==> src/rtl/uart_pkg.sv <==
// Shared UART definitions: receiver FSM states and oversampling constants.
package uart_pkg;

  localparam int unsigned OVERSAMPLE  = 16;
  localparam int unsigned MID_SAMPLE  = 7;
  localparam int unsigned LAST_SAMPLE = 15;
  localparam int unsigned DATA_BITS   = 8;

  localparam int unsigned SCNT_W = $clog2(OVERSAMPLE);
  localparam int unsigned NIDX_W = $clog2(DATA_BITS);

  typedef enum logic [2:0] {
    IDLE   = 3'd0,
    START  = 3'd1,
    DATA   = 3'd2,
    PARITY = 3'd3,
    STOP   = 3'd4
  } rx_state_e;

endpackage

==> src/rtl/uart_baud_tick.sv <==
// Free-running oversample tick generator: one-clk pulse every DIV clocks.
module uart_baud_tick #(
  parameter int unsigned DIV = 162
) (
  input  logic clk,
  input  logic rst,
  output logic tick
);

  localparam int unsigned CW = $clog2(DIV);

  logic [CW-1:0] cnt;

  // tick is registered one count early so it is high exactly while cnt == DIV-1
  always_ff @(posedge clk or negedge rst) begin
    if (!rst) begin
      cnt  <= '0;
      tick <= 1'b0;
    end else begin
      tick <= (cnt == CW'(DIV - 2));
      cnt  <= (cnt == CW'(DIV - 1)) ? '0 : cnt + 1'b1;
    end
  end

endmodule

==> src/rtl/uart_rx.sv <==
// UART receiver, 16x oversampled 8N1 with a one-byte holding register.
// Define UART_RX_PARITY_EN to add an even-parity bit between data and stop.
module uart_rx
  import uart_pkg::*;
#(
  parameter int unsigned clk_freq = 50000000,
  parameter int unsigned baud     = 19200
) (
  input  logic                 clk,
  input  logic                 rst,
  input  logic                 rx,
  input  logic                 rd_uart,
  output logic [DATA_BITS-1:0] r_data,
  output logic                 rx_empty,
  output logic                 frame_err,
  output logic                 overrun,
  output logic                 parity_err
);

  localparam int unsigned DIV = clk_freq / (baud * OVERSAMPLE);

  logic                 tick;
  logic                 rx_meta, rxs, rxs_d;
  rx_state_e            state, state_next;
  logic [SCNT_W-1:0]    s_cnt, s_cnt_next;
  logic [NIDX_W-1:0]    n, n_next;
  logic [DATA_BITS-1:0] shift, shift_next;
  logic                 last_c, mid_c;
  logic                 deliver_c, ferr_set_c, rd_ok_c;
`ifdef UART_RX_PARITY_EN
  logic                 perr_set_c;
`endif

  uart_baud_tick #(.DIV(DIV)) u_tick (
    .clk  (clk),
    .rst  (rst),
    .tick (tick)
  );

  // Two-flop synchronizer plus one delay flop for start-edge detection
  always_ff @(posedge clk or negedge rst) begin
    if (!rst) begin
      rx_meta <= 1'b1;
      rxs     <= 1'b1;
      rxs_d   <= 1'b1;
    end else begin
      rx_meta <= rx;
      rxs     <= rx_meta;
      rxs_d   <= rxs;
    end
  end

  always_ff @(posedge clk or negedge rst) begin
    if (!rst) begin
      state <= IDLE;
      s_cnt <= '0;
      n     <= '0;
      shift <= '0;
    end else begin
      state <= state_next;
      s_cnt <= s_cnt_next;
      n     <= n_next;
      shift <= shift_next;
    end
  end

  assign mid_c  = (s_cnt == SCNT_W'(MID_SAMPLE));
  assign last_c = (s_cnt == SCNT_W'(LAST_SAMPLE));

  always_comb begin
    state_next = state;
    s_cnt_next = s_cnt;
    n_next     = n;
    shift_next = shift;
    case (state)
      IDLE: begin
        if (rxs_d && !rxs) begin
          state_next = START;
          s_cnt_next = '0;
        end
      end
      START: begin
        if (tick) begin
          if (mid_c) begin
            s_cnt_next = '0;
            n_next     = '0;
            state_next = rxs ? IDLE : DATA;
          end else begin
            s_cnt_next = s_cnt + 1'b1;
          end
        end
      end
      DATA: begin
        if (tick) begin
          if (last_c) begin
            s_cnt_next = '0;
            shift_next = {rxs, shift[DATA_BITS-1:1]};
            if (n == NIDX_W'(DATA_BITS - 1)) begin
`ifdef UART_RX_PARITY_EN
              state_next = PARITY;
`else
              state_next = STOP;
`endif
            end else begin
              n_next = n + 1'b1;
            end
          end else begin
            s_cnt_next = s_cnt + 1'b1;
          end
        end
      end
`ifdef UART_RX_PARITY_EN
      PARITY: begin
        if (tick) begin
          if (last_c) begin
            s_cnt_next = '0;
            state_next = STOP;
          end else begin
            s_cnt_next = s_cnt + 1'b1;
          end
        end
      end
`endif
      STOP: begin
        if (tick) begin
          if (last_c) begin
            s_cnt_next = '0;
            state_next = IDLE;
          end else begin
            s_cnt_next = s_cnt + 1'b1;
          end
        end
      end
      default: state_next = IDLE;
    endcase
  end

  // Frame-end strobes consumed by the holding register
  always_comb begin
    deliver_c  = 1'b0;
    ferr_set_c = 1'b0;
`ifdef UART_RX_PARITY_EN
    perr_set_c = 1'b0;
    if (state == PARITY && tick && last_c && (^{shift, rxs}))
      perr_set_c = 1'b1;
`endif
    if (state == STOP && tick && last_c) begin
      deliver_c  = rxs;
      ferr_set_c = !rxs;
    end
  end

  assign rd_ok_c = rd_uart && !rx_empty;

  // A read in the same cycle as delivery frees the slot, so the new byte loads cleanly
  always_ff @(posedge clk or negedge rst) begin
    if (!rst) begin
      r_data    <= '0;
      rx_empty  <= 1'b1;
      frame_err <= 1'b0;
      overrun   <= 1'b0;
    end else begin
      if (deliver_c && (rx_empty || rd_ok_c)) begin
        r_data   <= shift;
        rx_empty <= 1'b0;
      end else if (rd_ok_c) begin
        rx_empty <= 1'b1;
      end
      frame_err <= (frame_err && !rd_ok_c) || ferr_set_c;
      overrun   <= (overrun && !rd_ok_c) || (deliver_c && !rx_empty && !rd_ok_c);
    end
  end

`ifdef UART_RX_PARITY_EN
  always_ff @(posedge clk or negedge rst) begin
    if (!rst) parity_err <= 1'b0;
    else      parity_err <= (parity_err && !rd_ok_c) || perr_set_c;
  end
`else
  assign parity_err = 1'b0;
`endif

endmodule
==> config.mk <==
export PLATFORM = sky130hd
export DESIGN_NAME = uart_rx
export DESIGN_NICKNAME = d
export VERILOG_FILES = /design/src/rtl/uart_pkg.sv /design/src/rtl/uart_baud_tick.sv /design/src/rtl/uart_rx.sv
export SDC_FILE = /design/constraint.sdc
export NUM_CORES = 1
export LEC_CHECK = 0
export ABC_AREA = 1
export CORE_UTILIZATION = 40
export CTS_CLUSTER_DIAMETER = 50
export DETAILED_ROUTE_END_ITERATION = 6
export DONT_BUFFER_PORTS = 1
export GPL_TIMING_DRIVEN = 0
export PLACE_DENSITY_LB_ADDON = 0.25
export SLEW_MARGIN = 20
export SYNTH_ARGS = -nofsm -noshare
export SYNTH_HDL_FRONTEND = slang
export SYNTH_SLANG_ARGS = --single-unit
==> constraint.sdc <==
create_clock -name clk -period 3 [get_ports clk]
set_clock_uncertainty 0.15 [all_clocks]
set_input_delay 0.45 -clock clk [delete_from_list [all_inputs] [get_ports clk]]
set_output_delay 0.45 -clock clk [all_outputs]
set_load 0.1 [all_outputs]
After elaboration in Yosys (flattened, before gate mapping)
Index checks and enable logic that the tools add are counted.
- flip-flop bits (word level): 41
- bits of input ports: 4
- logic and storage cells: 85
- add/subtract/negate cells: 3
- muxes and demuxes: 27
- equality and inequality tests: 18
- reductions and logical operators: 24
- operators with widths (cell ; count):
    $mux 3 ; 13
    $mux 4 ; 5
    $eq 8x8->1 const B ; 2
    $ne 2x2->1 const B ; 6
    $pmux 3 s4 ; 1
    $pmux 4 s3 ; 1
    $logic_and 1x1->1 ; 9
    $add 8x1->8 const B ; 1
    $mux 8 ; 1
    $ne 2x1->1 const B ; 4
    $reduce_and 8->1 ; 1
    $eq 3x3->1 const B ; 2
    $pmux 3 s2 ; 1
    $reduce_and 6->1 ; 1
    $add 4x1->4 const B ; 1
    $eq 4x3->1 const B ; 1
    $eq 4x4->1 const B ; 1
    $mux 1 ; 4
    $reduce_and 4->1 ; 1
    $reduce_bool 2->1 ; 2
    $add 3x1->3 const B ; 1
    $eq 3x1->1 const B ; 1
    $eq 3x2->1 const B ; 1
    $logic_not 1->1 ; 3
    other kinds (6) ; 8

Depth between registers and ports, before layout
Gate-level depths: netlist of the first run.
- depth in word-level cells: 7
- mapped depth: 10
- mapped depth without buffers: 10

Hierarchy
Synthesis of the first run repeated with hierarchy kept, for this count alone.
- cell total of the unflattened synthesis: 256
- area total of the unflattened synthesis: 2125.8 µm²
- modules (own cells, without submodules) (module ; area each (µm²) ; instances ; cells each):
    uart_rx ; 1650.3 ; 1 ; 197
    uart_baud_tick ; 475.5 ; 1 ; 59

Least setup slack after synthesis of the first run
Ideal clock, no wire load.
- kind: reg2reg
- start: reg rx_empty
- end: reg r_data[6]
- library setup time: 0.122 ns
- arrival: 1.502 ns
- buffers on the path: 1
- cell stages (with the launch flop): 7
- slack: 1.225 ns
- data required time: 2.728 ns
- path through: dfstp_2 inv_1 nand2_1 nand3_4 buf_6 nand2_1 o21ai_2
- longest elaborated chain between the ends: 4
- RTL lines (element ; line ; source):
    start, declared ; uart_rx.sv:14 ; output logic rx_empty,
    start signal, assigned ; uart_rx.sv:159 ; rx_empty <= 1'b1;
    start signal, assigned ; uart_rx.sv:165 ; rx_empty <= 1'b0;
    start signal, assigned ; uart_rx.sv:167 ; rx_empty <= 1'b1;
    $logic_not 1->1 ; uart_rx.sv:153 ; assign rd_ok_c = rd_uart && !rx_empty;
    $logic_and 1x1->1 ; uart_rx.sv:153 ;
    $logic_or 1x1->1 * ; uart_rx.sv:163 ; if (deliver_c && (rx_empty || rd_ok_c)) begin
    $logic_and 1x1->1 * ; uart_rx.sv:163 ;
    end signal, assigned ; uart_rx.sv:164 ; r_data <= shift;
    end, declared ; uart_rx.sv:13 ; output logic [DATA_BITS-1:0] r_data,
Every way passes the cells marked *; elsewhere a longest branch is shown, timed or not.
A chain may end at the register's enable or synchronous reset.

Worst setup path after layout of the first run
Ends and elaborated chain as after synthesis.

==> results of run 1 <==
-- worst max-delay path: stages (launching register included) --
cell,delay [ps]
sky130_fd_sc_hd__dfstp_2,900
sky130_fd_sc_hd__inv_1,120
sky130_fd_sc_hd__nand2_1,130
sky130_fd_sc_hd__nand3_4,130
sky130_fd_sc_hd__buf_6,190
sky130_fd_sc_hd__nand2_1,70
sky130_fd_sc_hd__o21ai_2,70
-- path summary, 6_finish.rpt --
kind | slack [ps] | startpoint | end
max | 1140 | rx_empty$_DFFE_PN1P_ | r_data[6]$_DFFE_PN0P_
min | 120 | rd_uart | rx_empty$_DFFE_PN1P_
max reg2reg | 1140 | rx_empty$_DFFE_PN1P_ | r_data[6]$_DFFE_PN0P_
min reg2reg | 210 | rx_meta$_DFF_PN1_ | rxs$_DFF_PN1_
max in group asynchronous | 1950 | rst | rxs_d$_DFF_PN1_
min in group asynchronous | 500 | rst | n[2]$_DFFE_PN0P_
-- logic make-up after synthesis --
family          count (synthesis)
compound gates                 25
xor+xnor                        5
fa+ha+maj                       6
buf+inv                        34
flops                          41
other cells                     1
simple gates                  122
-- where the power goes --
| part | internal (mW) | switching, mW | total, mW |
|---|---|---|---|
| Sequential | 0.587 | 0.0503 | 0.637 |
| Clock | 0.165 | 0.191 | 0.356 |
| Combinational | 0.106 | 0.216 | 0.322 |
-- final cells by class --
| class | instances | area, µm² | share of cell area, % |
|---|---|---|---|
| clock inverter | 3 | 21.3 | 0.956 |
| sequential | 41 | 1030 | 46.3 |
| timing repair buffer | 3 | 40.0 | 1.80 |
| tap | 67 | 83.8 | 3.77 |
| multi-input combinational | 159 | 841 | 37.8 |
| buffer | 3 | 23.8 | 1.07 |
| clock buffer | 5 | 68.8 | 3.09 |
| inverter | 31 | 116 | 5.23 |
-- flip-flops by register name, summed over array words and instances, names as in the netlist --
name,flops
frame_err,1
n,3
overrun,1
r_data,8
rx_empty,1
rx_meta,1
rxs,1
rxs_d,1
s_cnt,4
shift,8
state,3
u_tick.cnt,8
u_tick.tick,1
-- placed cells by master, fill, tap and decap left out --
cell / count
sky130_fd_sc_hd__dfstp_2: 4
sky130_fd_sc_hd__inv_1: 28
sky130_fd_sc_hd__o21ai_1: 1
sky130_fd_sc_hd__buf_4: 1
sky130_fd_sc_hd__o21a_1: 1
sky130_fd_sc_hd__dfrtp_1: 37
sky130_fd_sc_hd__nor3b_1: 1
sky130_fd_sc_hd__inv_2: 3
sky130_fd_sc_hd__nor3_4: 1
sky130_fd_sc_hd__conb_1: 1
sky130_fd_sc_hd__nand4_1: 6
sky130_fd_sc_hd__o21ai_2: 9
sky130_fd_sc_hd__clkinv_2: 1
sky130_fd_sc_hd__nand3b_1: 1
sky130_fd_sc_hd__clkinvlp_4: 1
sky130_fd_sc_hd__dlygate4sd3_1: 2
sky130_fd_sc_hd__nand4_2: 1
sky130_fd_sc_hd__xnor2_1: 2
sky130_fd_sc_hd__xor2_1: 3
sky130_fd_sc_hd__ha_1: 6
sky130_fd_sc_hd__a21oi_1: 3
sky130_fd_sc_hd__nand3_2: 2
sky130_fd_sc_hd__nand3_1: 18
sky130_fd_sc_hd__buf_2: 1
sky130_fd_sc_hd__nand3_4: 1
sky130_fd_sc_hd__a31oi_1: 1
sky130_fd_sc_hd__o21ai_0: 10
sky130_fd_sc_hd__clkbuf_8: 5
sky130_fd_sc_hd__nor2_2: 1
sky130_fd_sc_hd__nor2_1: 19
sky130_fd_sc_hd__nand2_1: 69
sky130_fd_sc_hd__inv_6: 1
sky130_fd_sc_hd__buf_6: 1
sky130_fd_sc_hd__nor3_1: 2
sky130_fd_sc_hd__buf_12: 1
-- layer usage --
layer	share of wire, %	up-vias	track usage (%)
li1	-	768	-
met1	55	656	20.8
met2	42	17	21.4
met3	2.8	2	4.14
met4	0.35	0	3.27
met5	0	-	0
==> reports/qor.log, run 1 <==
[die] effective utilization at floorplan 42.0%
[die] CORE AREA 4790 µm²
[logic_synthesis] #FFs+latches synth 41
[layout] Antenna diodes 0
[placed_design] Post-Place Cell Area 2100 µm²
[cts] buffers inserted during post-CTS setup optimization 0
[grt] vias in the first global route 1,321
[route] antenna-violating nets left 0
[logic_synthesis] Gate Count Post-Synth 234
[timing] total negative setup slack 0 ps
[die] row count 25
[route] # DRC 0
[logic_synthesis] Synth area leader sky130_fd_sc_hd__dfrtp_1
[timing] Final Max Tran Viols 0
[grt] final global-route overflow total 0
[logic_synthesis] synthesized area divided by synthesized cell count 8.60 µm²
[placed_design] worst setup slack after placement 1130 ps
[timing] Hold Worst Slack 120 ps
[logic_synthesis] proportion of synthesized area in mux cells 0%
[route] drt first pass iters 4
[placed_design] Final Wtd Congestion 0.768
[layout] Post-layout nets 254
[logic_synthesis] post-synth net total 244
[logic_synthesis] count of synthesis-stage warnings from yosys 0
[logic_synthesis] Seq/Total Area, Yosys 51.2%
[route] sum of routed wire length over all layers 3.41 mm
[logic_synthesis] combinational family with the most area after synthesis simple AND/OR/NAND/NOR gates
[cts] Clock Latency Late Sink 280 ps
[cts] CTS clock-pin slew for the worst setup and hold paths 80 ps
[logic_synthesis] post-synthesis share of cell area spent on xor and xnor gates 2.18%
[power] Power Total 1.32 mW
[grt] global-route wire length before repair 5.97 mm
[timing] Final setup violation count 0
[cts] total number of H-tree levels 2
[power] VDD IR-drop max 0.346 mV
[power] power density over the cells 591 nW/µm²
[worst_setup_path] crit path max fanout 10
[cts] Resized Gates After CTS 0
[die] number of top-level pins 16
[route] Routed WL per cell 10.9 µm
[timing] worst-case setup margin in the final layout 1140 ps
[worst_setup_path] required time of the critical path 3030 ps
[min_path] Hold Path Cell Cnt 2
[logic_synthesis] share of the synthesized area in the top cell type 46.0%
[logic_synthesis] basic-gate share of the synthesized area counting and, or, nand and nor cells 27.6%
[die] DIE AREA 5320 µm²
[timing] Rel. slew slack 40.2%
[grt] antenna violations before repair 0
[timing] Final Hold Vio Count 0
[die] die outline height 72.9 µm
[placed_design] Port Buffers 0
[timing] share of the clock period used by the worst path after layout 62.2%
[worst_setup_path] critical path endpoint category register
[route] Via-to-Cell Ratio 4.63
[logic_synthesis] Post-Synth Adder-Cell Area 3.73%
[cts] cts hold-fix bufs 3
[logic_synthesis] leading cell type by number of instances after synthesis sky130_fd_sc_hd__nand2_1
[logic_synthesis] share of flip-flops with an asynchronous set or reset after synthesis 100%
[cts] TritonCTS clock tree done
[layout] summed area of non-filler cells in the final layout 2230 µm²
[min_path] worst min path class input port to register
[logic_synthesis] ranking of synthesized cells by instance count sky130_fd_sc_hd__nand2_1 (69), sky130_fd_sc_hd__dfrtp_1 (37), sky130_fd_sc_hd__inv_1 (28)
[flow_run] Max Cap Viol 0
[cts] maximum root-to-sink buffer count 2
[layout] post-route insts no fill 312
[placed_design] post-detailed-placement half-perimeter wirelength 2.44 mm
[logic_synthesis] biggest area contributors in the synthesized netlist sky130_fd_sc_hd__dfrtp_1 (46%), sky130_fd_sc_hd__nand2_1 (13%), sky130_fd_sc_hd__dfstp_2 (5.2%)
[timing] unrepaired setup endpoints after global routing no
[timing] post-layout minimum cycle time 1860 ps
[worst_setup_path] arrival time reported for the critical path endpoint 1900 ps
[logic_synthesis] number of distinct standard cells referenced by the synthesized netlist 29
[worst_setup_path] R2R depth 6
[cts] clock root buffer master sky130_fd_sc_hd__clkbuf_8
[worst_setup_path] Worst setup SP type register
[timing] measured slew at the worst slew-check pin 897 ps
[route] count of routing violations after the opening detailed-route iteration 53
[placed_design] number of cells after detailed placement 301
[logic_synthesis] count of flip-flops with a built-in enable after synthesis 0
[layout] layout filler cell count 459
[cts] number of clock buffers inserted by TritonCTS 5
[power] leakage power 1.11 nW
[layout] share of cells above drive strength 1 13.9%
[route] routed vias 1,443
[timing] max frequency 536 MHz
[worst_setup_path] Setup CP Type register to register
[run_status] status completed
[layout] final cell utilization of the core 46.5%
[logic_synthesis] combined area of all synthesized cells 2010 µm²
[layout] Syn-to-layout area delta 10.6%
[die] die width 72.9 µm
[grt] total global-route track usage 14.4%
[cts] clock sink count 41
[logic_synthesis] dominant synthesized flop cell sky130_fd_sc_hd__dfrtp_1
[grt] largest net degree at the start of global routing 42
[logic_synthesis] complex-gate fraction of the synthesized area 8.08%
(Power assumes the default switching activity.)
==> run 2: changes to the inputs <==
Clock period 3 ns to 1.81 ns, I/O delays scaled along.
==> reports/qor.log, run 2 (synthesis results as in run 1) <==
[power] clock share of power 26.5% [-0.6 points]
[power] reported net switching power 0.800 mW [+75%]
[power] power density over the cells 977 nW/µm² [+65%]
[route] sum of routed wire length over all layers 3.56 mm [+4.5%]
[min_path] worst min path class input port to register
[die] CORE AREA 4790 µm² [unchanged]
[timing] Final Max Tran Viols 0 [unchanged]
[route] # DRC 0 [unchanged]
[route] Routed WL per cell 11.3 µm [+3.5%]
[worst_setup_path] required time of the critical path 1840 ps [-1190 ps]
[layout] Post-layout nets 257 [+1.2%]
[timing] max frequency 581 MHz [+8.3%]
[timing] total negative setup slack 0 ps [unchanged]
[layout] summed area of non-filler cells in the final layout 2300 µm² [+3.4%]
[flow_run] Max Cap Viol 0 [unchanged]
[grt] vias in the first global route 1,332 [+0.83%]
[placed_design] number of cells after detailed placement 301 [unchanged]
[placed_design] post-detailed-placement half-perimeter wirelength 2.44 mm [unchanged]
[power] VDD IR-drop max 0.572 mV [+66%]
[layout] post-route insts no fill 315 [+0.96%]
[worst_setup_path] Setup CP Type register to register
[grt] global-route wire length before repair 6.00 mm [+0.47%]
[placed_design] Port Buffers 0 [unchanged]
[power] Gate power share 25.8% [+1.3 points]
[grt] antenna violations before repair 0 [unchanged]
[timing] Final Hold Vio Count 0 [unchanged]
[cts] clock root buffer master sky130_fd_sc_hd__clkbuf_8
[timing] share of the clock period used by the worst path after layout 95.2% [+33 points]
[grt] final global-route overflow total 0 [unchanged]
[die] DIE AREA 5320 µm² [unchanged]
[layout] total area of sequential cells 1040 µm² [+0.48%]
[placed_design] Post-Place Cell Area 2100 µm² [unchanged]
[timing] measured slew at the worst slew-check pin 897 ps [+0.0985 ps]
[route] routed vias 1,444 [+0.069%]
[layout] most common cell after layout, fill and taps aside sky130_fd_sc_hd__nand2_1
[cts] TritonCTS clock tree done
[layout] Antenna diodes 0 [unchanged]
[worst_setup_path] arrival time reported for the critical path endpoint 1750 ps [-150 ps]
[layout] layout filler cell count 457 [-0.44%]
[route] drt first pass iters 4 [unchanged]
[layout] Syn-to-layout area delta 14.4%
[worst_setup_path] Worst setup SP type register
[die] number of top-level pins 16 [unchanged]
[timing] post-layout minimum cycle time 1720 ps [-143 ps]
[route] antenna-violating nets left 0 [unchanged]
[placed_design] Final Wtd Congestion 0.768 [unchanged]
[layout] most frequent cells in the layout sky130_fd_sc_hd__nand2_1 (69), sky130_fd_sc_hd__dfrtp_1 (36), sky130_fd_sc_hd__inv_1 (28)
[timing] Rel. slew slack 40.2% [about the same]
[die] effective utilization at floorplan 42.0% [unchanged]
[power] internal power consumption 1.45 mW [+69%]
[worst_setup_path] crit path max fanout 10 [unchanged]
[cts] number of clock buffers inserted by TritonCTS 5 [unchanged]
[cts] total number of H-tree levels 2 [unchanged]
[grt] total global-route track usage 14.5% [+0.059 points]
[worst_setup_path] critical path endpoint category register
[timing] Final setup violation count 0 [unchanged]
[die] die width 72.9 µm [unchanged]
[route] Via-to-Cell Ratio 4.58 [-0.88%]
[cts] clock sink count 41 [unchanged]
[cts] maximum root-to-sink buffer count 2 [unchanged]
[run_status] status completed
[power] Flop pwr share 47.6% [-0.8 points]
[cts] CTS clock-pin slew for the worst setup and hold paths 80 ps [about the same]
[die] die outline height 72.9 µm [unchanged]
[layout] combined area of the multi-input logic cells 886 µm² [+5.4%]
[power] leakage power 1.13 nW [+1.6%]
[die] row count 25 [unchanged]
[grt] largest net degree at the start of global routing 42 [unchanged]
[layout] share of cells above drive strength 1 15.7% [+1.8 points]
[cts] Clock Latency Late Sink 290 ps [about the same]
[layout] biggest registers after layout r_data: 8 flops, shift: 8 flops, u_tick.cnt: 8 flops
[route] count of routing violations after the opening detailed-route iteration 43 [-19%]
[power] fraction of power spent switching nets 35.6% [+0.78 points]
[worst_setup_path] register-to-register path setup slack 90 ps [-1050 ps]
-- run 2: metrics by stage --
step	hold WS (ps)	setup slack [ps]	total power, mW	utilization, %
4_1_cts	34.1	-7.45	2.22	46.9
2_1_floorplan	-174	35.1	1.48	-
3_3_place_gp	-173	-62.3	1.58	43.8
5_1_grt	61.3	-22.7	2.41	48.1
6_report	41.8	87.7	2.25	48.1
3_5_place_dp	-173	-58.2	1.58	43.8
-- run 2: path summary, 6_finish.rpt --
path,depth (start not counted),end,startpoint
worst max-delay path,6,r_data[6]$_DFFE_PN0P_,rx_empty$_DFFE_PN1P_
worst min-delay path,3,overrun$_DFF_PN0_,rd_uart
worst max register to register,6,r_data[6]$_DFFE_PN0P_,rx_empty$_DFFE_PN1P_
worst min register to register,0,rxs$_DFF_PN1_,rx_meta$_DFF_PN1_
max in group asynchronous,2,rx_empty$_DFFE_PN1P_,rst
min in group asynchronous,2,n[2]$_DFFE_PN0P_,rst
-- run 2: routing by layer --
layer	up-vias	track usage, %	part of all wire (%)
met5	-	0	0
met4	0	3.27	0.34
met3	2	4.14	2.7
met2	18	21.5	43
met1	656	20.9	53
li1	768	-	-
-- run 2: critical path, cell delays in order (launching register included) --
cell,delay [ps]
sky130_fd_sc_hd__dfstp_4,810
sky130_fd_sc_hd__inv_1,90
sky130_fd_sc_hd__nand2_1,120
sky130_fd_sc_hd__nand3_4,120
sky130_fd_sc_hd__buf_6,180
sky130_fd_sc_hd__nand2_1,70
sky130_fd_sc_hd__o21ai_2,70
-- run 2: what timing repair did --
item / 4_1_cts / 5_1_grt
buffers inserted: 0 / 2
hold buffers: 4 / 0
pin swaps: 1 / 2
gates resized for setup: 2 / 7
endpoints found under the hold margin: 43 / 0
setup endpoints to repair: 1 / 20
-- run 2: area by class of cell --
type	instances	share of cell area, %
Tap cell	67	3.64
Timing Repair Buffer	6	2.83
Sequential cell	41	45.0
Multi-Input combinational cell	159	38.5
Clock buffer	5	2.99
Inverter	31	5.06
Buffer	3	1.03
Clock inverter	3	0.924
-- run 2: power by group through the flow --
stage / Combinational (mW) / Sequential, mW / Clock, mW
floorplan: 0.421 / 1.06 / 0
global placement: 0.509 / 1.07 / 0
detailed placement: 0.504 / 1.07 / 0
CTS: 0.543 / 1.06 / 0.620
global route: 0.663 / 1.08 / 0.667
finish: 0.581 / 1.07 / 0.596
